[src/rtl/vid_pattern_gen.sv]
// ---------------------------------------------------------------------------
// vid_pattern_gen
//
// Free-running video timing and test-pattern source for the 8-bit grayscale
// pre_img_* stream of the sharpening stage. Produces vsync/hsync/valid/data
// for a configurable raster. The run request is honoured only at frame
// boundaries, so a frame that has started is always completed.
//
// Ports
//   clk          in   1   pixel clock
//   rst          in   1   asynchronous, active-high reset
//   en           in   1   run request, sampled in IDLE and at frame end
//   pattern_sel  in   2   0 h-ramp, 1 v-ramp, 2 32x32 checkerboard, 3 solid
//   solid_level  in   8   gray level for the solid pattern (sampled live)
//   img_vsync    out  1   active-high vsync
//   img_hsync    out  1   active-high hsync
//   img_valid    out  1   active-pixel qualifier
//   img_data     out  8   pixel value, 0 outside the active area
//   frame_cnt    out  16  completed-frame count, wraps 0xFFFF -> 0
//   frame_done   out  1   one-cycle pulse alongside the last pixel of a frame
//
// FSM states
//   state | meaning
//   IDLE  | counters parked at 0, all video outputs 0, waiting for en
//   RUN   | raster counters advancing, outputs follow the counter decode
//
// All outputs are registered: the pins at edge t+1 show the decode of the
// counter values held between edges t and t+1.
// ---------------------------------------------------------------------------
module vid_pattern_gen #(
  parameter int H_SYNC  = 40,
  parameter int H_BACK  = 220,
  parameter int H_DISP  = 1280,
  parameter int H_TOTAL = 1650,
  parameter int V_SYNC  = 5,
  parameter int V_BACK  = 20,
  parameter int V_DISP  = 720,
  parameter int V_TOTAL = 750,
  parameter int CNT_W   = 11
) (
  input  logic        clk,
  input  logic        rst,
  input  logic        en,
  input  logic [1:0]  pattern_sel,
  input  logic [7:0]  solid_level,
  output logic        img_vsync,
  output logic        img_hsync,
  output logic        img_valid,
  output logic [7:0]  img_data,
  output logic [15:0] frame_cnt,
  output logic        frame_done
);

  // Raster boundaries, pre-sized to the counter width.
  localparam logic [CNT_W-1:0] H_SYNC_C    = CNT_W'(H_SYNC);
  localparam logic [CNT_W-1:0] H_ACT_BEG_C = CNT_W'(H_SYNC + H_BACK);
  localparam logic [CNT_W-1:0] H_ACT_END_C = CNT_W'(H_SYNC + H_BACK + H_DISP);
  localparam logic [CNT_W-1:0] H_LAST_C    = CNT_W'(H_TOTAL - 1);
  localparam logic [CNT_W-1:0] V_SYNC_C    = CNT_W'(V_SYNC);
  localparam logic [CNT_W-1:0] V_ACT_BEG_C = CNT_W'(V_SYNC + V_BACK);
  localparam logic [CNT_W-1:0] V_ACT_END_C = CNT_W'(V_SYNC + V_BACK + V_DISP);
  localparam logic [CNT_W-1:0] V_LAST_C    = CNT_W'(V_TOTAL - 1);

  // Only the low byte of x/y feeds any pattern, so the active-area offset
  // is subtracted in 8 bits; the low byte of a difference depends only on
  // the low bytes of its operands.
  localparam logic [7:0] H_OFF8 = 8'(H_SYNC + H_BACK);
  localparam logic [7:0] V_OFF8 = 8'(V_SYNC + V_BACK);

  typedef enum logic {
    IDLE,
    RUN
  } state_t;

  state_t           state;
  logic [CNT_W-1:0] h_cnt;
  logic [CNT_W-1:0] v_cnt;
  logic [1:0]       sel_q;

  // Counter decode
  logic       hs_d;
  logic       vs_d;
  logic       h_act;
  logic       v_act;
  logic       act_d;
  logic [7:0] x8;
  logic [7:0] y8;
  logic [7:0] pix;
  logic [7:0] data_d;
  logic       h_last;
  logic       v_last;
  logic       frame_end;

  always_comb begin
    hs_d      = (h_cnt < H_SYNC_C);
    vs_d      = (v_cnt < V_SYNC_C);
    h_act     = (h_cnt >= H_ACT_BEG_C) && (h_cnt < H_ACT_END_C);
    v_act     = (v_cnt >= V_ACT_BEG_C) && (v_cnt < V_ACT_END_C);
    act_d     = h_act && v_act;
    x8        = h_cnt[7:0] - H_OFF8;
    y8        = v_cnt[7:0] - V_OFF8;
    h_last    = (h_cnt == H_LAST_C);
    v_last    = (v_cnt == V_LAST_C);
    frame_end = h_last && v_last;

    pix = 8'h00;
    case (sel_q)
      2'd0:    pix = x8;
      2'd1:    pix = y8;
      // x[5]^y[5] flips every 32 pixels / lines.
      2'd2:    pix = (x8[5] ^ y8[5]) ? 8'hFF : 8'h00;
      default: pix = solid_level;
    endcase

    data_d = act_d ? pix : 8'h00;
  end

  // Sequencer, raster counters and output registers
  always_ff @(posedge clk or posedge rst) begin
    if (rst) begin
      state      <= IDLE;
      h_cnt      <= '0;
      v_cnt      <= '0;
      sel_q      <= 2'd0;
      img_vsync  <= 1'b0;
      img_hsync  <= 1'b0;
      img_valid  <= 1'b0;
      img_data   <= 8'h00;
      frame_cnt  <= 16'h0000;
      frame_done <= 1'b0;
    end else begin
      case (state)
        IDLE: begin
          h_cnt      <= '0;
          v_cnt      <= '0;
          img_vsync  <= 1'b0;
          img_hsync  <= 1'b0;
          img_valid  <= 1'b0;
          img_data   <= 8'h00;
          frame_done <= 1'b0;
          if (en) begin
            state <= RUN;
            sel_q <= pattern_sel;
          end
        end

        RUN: begin
          img_vsync  <= vs_d;
          img_hsync  <= hs_d;
          img_valid  <= act_d;
          img_data   <= data_d;
          frame_done <= frame_end;

          if (frame_end) begin
            // frame_cnt is written only here, so it holds between frames.
            frame_cnt <= frame_cnt + 16'd1;
            h_cnt     <= '0;
            v_cnt     <= '0;
            if (en) begin
              sel_q <= pattern_sel;
            end else begin
              state <= IDLE;
            end
          end else if (h_last) begin
            h_cnt <= '0;
            v_cnt <= v_cnt + 1'b1;
          end else begin
            h_cnt <= h_cnt + 1'b1;
          end
        end

        default: begin
          state <= IDLE;
        end
      endcase
    end
  end

endmodule

[config.mk]
export PLATFORM = sky130hd
export DESIGN_NAME = vid_pattern_gen
export DESIGN_NICKNAME = d
export VERILOG_FILES = /design/src/rtl/vid_pattern_gen.sv
export SDC_FILE = /design/constraint.sdc
export NUM_CORES = 1
export LEC_CHECK = 0
export CAP_MARGIN = 20
export CORE_UTILIZATION = 55
export CTS_CLUSTER_SIZE = 16
export DETAILED_ROUTE_END_ITERATION = 7
export DONT_BUFFER_PORTS = 1
export PLACE_DENSITY = 0.72
export SYNTH_ARGS = -nofsm -noshare
export SYNTH_HDL_FRONTEND = slang
export SYNTH_SLANG_ARGS = --single-unit
[constraint.sdc]
create_clock -name clk -period 1.9 [get_ports clk]
set_input_delay 0.285 -clock clk [delete_from_list [all_inputs] [get_ports clk]]
set_output_delay 0.285 -clock clk [all_outputs]
set_load 0.01 [all_outputs]
# Yosys cells after proc, flatten, opt, wreduce, memory -nomap -nowiden
# Cells that the tools add are included.
[classes]
n_reduce_logical = 6
order_cmp = 6
n_bitwise = 2
n_mux = 20
n_eq_ne = 6
addsub = 5
[op_table]
columns = ["operator", "n"]
rows = [
  ["$mux 11", 4],
  ["$pmux 11 s2", 2],
  ["$pmux 8 s3", 1],
  ["$add 11x1->11 const B", 2],
  ["$add 16x1->16 const B", 1],
  ["$mux 8", 2],
  ["$pmux 8 s2", 1],
  ["$eq 11x10->1 const B", 1],
  ["$eq 11x11->1 const B", 1],
  ["$ge 11x5->1 const B", 1],
  ["$ge 11x9->1 const B", 1],
  ["$lt 11x10->1 const B", 1],
  ["$lt 11x11->1 const B", 1],
  ["$lt 11x3->1 const B", 1],
  ["$lt 11x6->1 const B", 1],
  ["$pmux 1 s2", 5],
  ["$sub 8x3->8 const B", 1],
  ["$sub 8x5->8 const B", 1],
  ["$logic_and 1x1->1", 4],
  ["$mux 2", 2],
  ["$pmux 2 s2", 1],
  ["$ne 3x1->1 const B", 1],
  ["$eq 2x1->1 const B", 1],
  ["$eq 2x2->1 const B", 1],
  ["6 further kinds", 7],
]
[word_totals]
register_bits = 53
output_inout_bits = 28
wordCells = 55
input_bits = 13

# Longest topological paths before layout
[logic_depth]
ltp_word = 6
depth_mapped = 9
depth_no_buf = 7

# Worst setup path before layout
# No wires, ideal clock.
[synth_timing]
path_type = "register -> register"
from = "register h_cnt[2]"
to = "register img_data[7]"
setup_slack_ns = -0.021
path_stages_with_launch = 6
setup_time_ns = 0.094
period_less_slack_ns = 1.921
path_buffers = 0
t_arrival_ns = 1.827
required_ns = 1.806
path_cell_list = "dfrtp_1 or3_1 xnor2_2 xnor2_1 a311oi_4 nor4b_4"
[synth_between]
elab_chain_cells = 6
word_cells_on_any_way = 10
cone_classes = "add/sub: 1; order compare: 2; mux: 4; bitwise: 1; reduce/logical: 2"
[synth_rtl]
columns = ["element", "line", "rtl"]
rows = [
  ["from (decl)", "76", "logic [CNT_W-1:0] h_cnt;"],
  ["from (signal assigned)", "168", "h_cnt <= h_cnt + 1'b1;"],
  ["$sub 8x3->8", "100", "x8 = h_cnt[7:0] - H_OFF8;"],
  ["$xor 1x1->1", "111", "2'd2: pix = (x8[5] ^ y8[5]) ? 8'hFF : 8'h00;"],
  ["$mux 8", "111", ""],
  ["$pmux 8 s3", "107", "case (sel_q)"],
  ["$mux 8 *", "115", "data_d = act_d ? pix : 8'h00;"],
  ["$pmux 8 s2 *", "132", "case (state)"],
  ["to (signal assigned)", "151", "img_data <= data_d;"],
  ["to (decl)", "49", "output logic [7:0] img_data,"],
]
# Mark *: on every way between the ends. The rest lies on a longest branch, timed or not.
# A chain may end at the register's enable or synchronous reset.

# Final worst setup path
[layout_timing]
from = "register h_cnt[8]"
to = "register img_data[7]"
[layout_between]
elab_chain_cells = 5
word_cells_on_any_way = 6
cone_classes = "order compare: 2; mux: 2; reduce/logical: 2"
[layout_rtl]
columns = ["element", "line", "rtl"]
rows = [
  ["$ge 11x9->1 or $lt 11x11->1 (tied branches)", "97", "h_act = (h_cnt >= H_ACT_BEG_C) && (h_cnt < H_ACT_END_C);"],
  ["$logic_and 1x1->1 *", "97", ""],
  ["$logic_and 1x1->1 *", "99", "act_d = h_act && v_act;"],
  ["$mux 8 *", "115", ""],
  ["$pmux 8 s2 *", "132", ""],
]
# Marks and branches as above.

==> summary.md <==
| Metric | Value |
|---|---|
| Total gr overflow | `0` |
| Worst-path clk slew | `0.10 ns` |
| Max Freq | `0.500 GHz` |
| Sequential fraction of design power | `61.5%` |
| CTS tree | `done` |
| Synth Area in Adders | `3.78%` |
| Num Clock Sinks | `53` |
| Vias in the first global route | `2,221` |
| Status | `finished, violations left` |
| Sw Pwr | `0.403 mW` |
| Hold path startpoint | `en` |
| DRC Markers | `0` |
| Peak supply drop | `0.328 mV` |
| Io pins | `41` |
| CP Class | `reg2reg` |
| Flop2flop setup slack | `-0.1 ns` |
| Hold path depth | `1` |
| DRT antenna net count | `0` |
| Yosys cell types | `55` |
| Final WS setup | `-0.0986 ns` |
| Starting DRT DRC Count | `118` |
| Via density | `5.79` |
| Post-synth EDFFs | `0` |
| Lkg Pwr | `1.65 nW` |
| DP HPWL | `4890 um` |
| FF-to-FF Start | `h_cnt[8]$_DFF_PP0_` |
| Slew HR | `69.6%` |
| Synthesized instance count | `298` |
| Switching fraction of total power | `22.0%` |
| Unrepaired setup endpoints after global routing | `true` |
| Synthesized Nets | `320` |
| Count leader, synth | `dfrtp_1` |
| Reg2reg end | `img_data[7]$_DFF_PP0_` |
| Initial Utilization | `57.6%` |
| WHS Endpoint | `state$_DFF_PP0_` |
| Mux cell area share after synthesis | `1.13%` |
| Share of cells above drive strength 1 | `33.5%` |
| Yosys top cell area share | `44.5%` |
| Largest family of logic cells by synthesized area | `simple AND/OR/NAND/NOR gates` |
| Area share of xor/xnor cells in the synthesized design | `12.8%` |
| Fin. Hold Viols | `0` |
| Synth top area cells | `dfrtp_1 45%, xor2_1 6.2%, xnor2_1 5.6%` |
| CP required | `2.12 ns` |
| Asr flop ratio synth | `100%` |
| Largest net degree at the start of global routing | `39` |
| Post-synth top cells | `53 x dfrtp_1, 39 x nor2_1, 25 x nand2_1` |
| PD cells | `501 mW/mm^2` |
| Clock root buffer | `clkbuf_8` |
| Comb power frac | `1.6%` |
| Sequential share of the synthesized area | `44.5%` |
| Clock buffer depth | `2` |
| Startpoint Class | `register` |
| Int Pwr | `1.43 mW` |
| Area leader, netlist | `dfrtp_1` |
| Worst hold path class | `in2reg` |
| Num CTS Buffers | `5` |
| Simple-gate portion of the synthesized area | `24.2%` |
| Critical Path End Type | `register` |
| Place WS | `-0.0878 ns` |
| Final core utilization | `70.8%` |
| Tmin final | `2.00 ns` |
| Fin Clk Skew | `0.0162 ns` |
| Wire per inst | `16.7 um` |
| GRT Total Usage | `25.9%` |
| Vias post-DR | `2,407` |
| Crit. Startpoint | `h_cnt[8]$_DFF_PP0_` |
| CP arrival | `2.21 ns` |
| Synth-to-layout area growth | `22.8%` |
| Crit path max fanout | `7` |
| Antenna violations before repair | `0` |
| Final net count | `367` |
| Initial DRT Pass Iterations | `4` |
| Synth Flop Type | `dfrtp_1` |
| Synth Cell Area | `0.00298 sq mm` |
| Die H | `75.6 um` |
| Core area | `0.00517 sq mm` |
| Final max-slew violation count | `0` |
| Syn. warnings | `0` |
| Routed WL | `6950 um` |
| Row count | `26` |
| First-pass GRT wire length | `10,900 um` |
| CTS H-tree lvls | `2` |
| Failing checks | `setup timing` |
| Part of the cycle the worst path needs | `105%` |
| Avg Synthesized Cell Area | `10.0 sq um` |
| Die Wd | `75.6 um` |
| Max-Cap Viols | `0` |
| Post-synthesis compound-gate area fraction | `9.03%` |
| Clk pwr share | `36.9%` |
| Worst hold margin | `0.0758 ns` |
| Reg2reg path depth | `6` |
| Die area | `0.00572 sq mm` |
| Final Power | `1.83 mW` |
| Yosys reg bits | `53` |
| Final GP Congestion | `0.898` |
| # diodes | `0` |
| Clock Latency Late Sink | `0.32 ns` |
| Port-buffer cells | `0` |
| Setup violators final | `8` |
| Tightest Pin Transition | `0.455 ns` |
## stage by stage
stage | setup TNS [ns] | cell area, sq um | std cells
floorplan | 0 | 2980 | 298
global placement | 0 | 3310 | 394
detailed placement | -0.369 | 3310 | 394
CTS | -0.308 | 3550 | 412
global route | -1.50 | 3660 | 416
finish | -0.422 | 3660 | 416
## area by class of cell
class	count	area [sq um]
Multi-Input combinational cell	218	1660
Inverter	9	33.8
Tap cell	70	87.6
Clock buffer	6	82.6
Clock inverter	2	13.8
Fill cell	337	1510
Timing Repair Buffer	58	454
Sequential cell	53	1330
## state kept, by name, summed over array words and instances, names as in the netlist
signal      flops
state           1
img_vsync       1
img_hsync       1
sel_q           2
frame_done      1
img_valid       1
frame_cnt      16
img_data        8
v_cnt          11
h_cnt          11
## cells in the final DEF, fill, tap and decap left out, drive strengths merged, types with 2 or more instances in the layout
master | netlist | routed
a211oi | 2 | 2
a21oi | 4 | 4
and2 | 2 | 2
and3 | 10 | 10
and4 | 2 | 2
buf | 11 | 57
clkbuf | 7 | 6
clkinv | 0 | 2
dfrtp | 53 | 53
ha | 9 | 9
inv | 9 | 9
mux2 | 3 | 3
nand2 | 25 | 25
nand2b | 2 | 2
nand3 | 10 | 10
nand4 | 15 | 15
nor2 | 39 | 39
nor3 | 11 | 11
nor3b | 5 | 5
nor4 | 3 | 3
o21ai | 5 | 5
o221a | 5 | 5
o22ai | 2 | 2
or2 | 3 | 3
or3 | 2 | 2
xnor2 | 20 | 20
xor2 | 22 | 22
## per-layer routing
metal	global-route usage, %	vias to the layer above	part of all wire (%)
li1	-	1129	-
met1	35.4	1195	45
met2	41.3	72	48
met3	5.42	11	5.3
met4	8.02	0	1.5
met5	0	-	0
## logic make-up (layout without fill, tap and decap cells)
logic type | Yosys count | in the layout
compound gates | 30 | 30
xor+xnor | 42 | 42
fa+ha+maj | 9 | 9
buf+inv | 27 | 75
flops | 53 | 53
mux | 3 | 3
simple gates | 134 | 134
## critical path, cell delays in order (launching register included)
cell       delay (ns)
dfrtp_2          0.46
or2_1            0.29
buf_4            0.16
nor3_2           0.22
o2bb2ai_2        0.11
a311oi_4         0.40
nor4b_4          0.26
## worst max path at each step
stage                               end  depth (start not counted)  slack (ns)
2_1_floorplan     img_data[7]$_DFF_PP0_                          5        0.01
3_3_place_gp   frame_cnt[9]$_DFFE_PP0P_                          7        0.02
3_5_place_dp      v_cnt[10]$_DFFE_PP0P_                          6       -0.09
4_1_cts           img_data[7]$_DFF_PP0_                          5       -0.07
5_1_grt           img_data[7]$_DFF_PP0_                          6       -0.19
6_report          img_data[7]$_DFF_PP0_                          6        -0.1
## power groups by stage
stage / Combinational, mW / Sequential, mW / Clock (mW)
finish: 0.0287 / 1.13 / 0.677
global route: 0.0347 / 1.13 / 0.729
CTS: 0.0307 / 1.13 / 0.680
detailed placement: 0.0290 / 1.15 / 0
global placement: 0.0281 / 1.15 / 0
floorplan: 0.0169 / 1.15 / 0
## what timing repair did
action | 4_1_cts | 5_1_grt
gates resized for setup | 17 | 20
hold buffers | 1 | 0
gates cloned | 1 | 0
pin swaps | 7 | 8
setup buffers | 8 | 4
endpoints found under the setup margin | 16 | 34
endpoints found under the hold margin | 15 | 0
No activity file was read; power rests on OpenSTA's default activity.
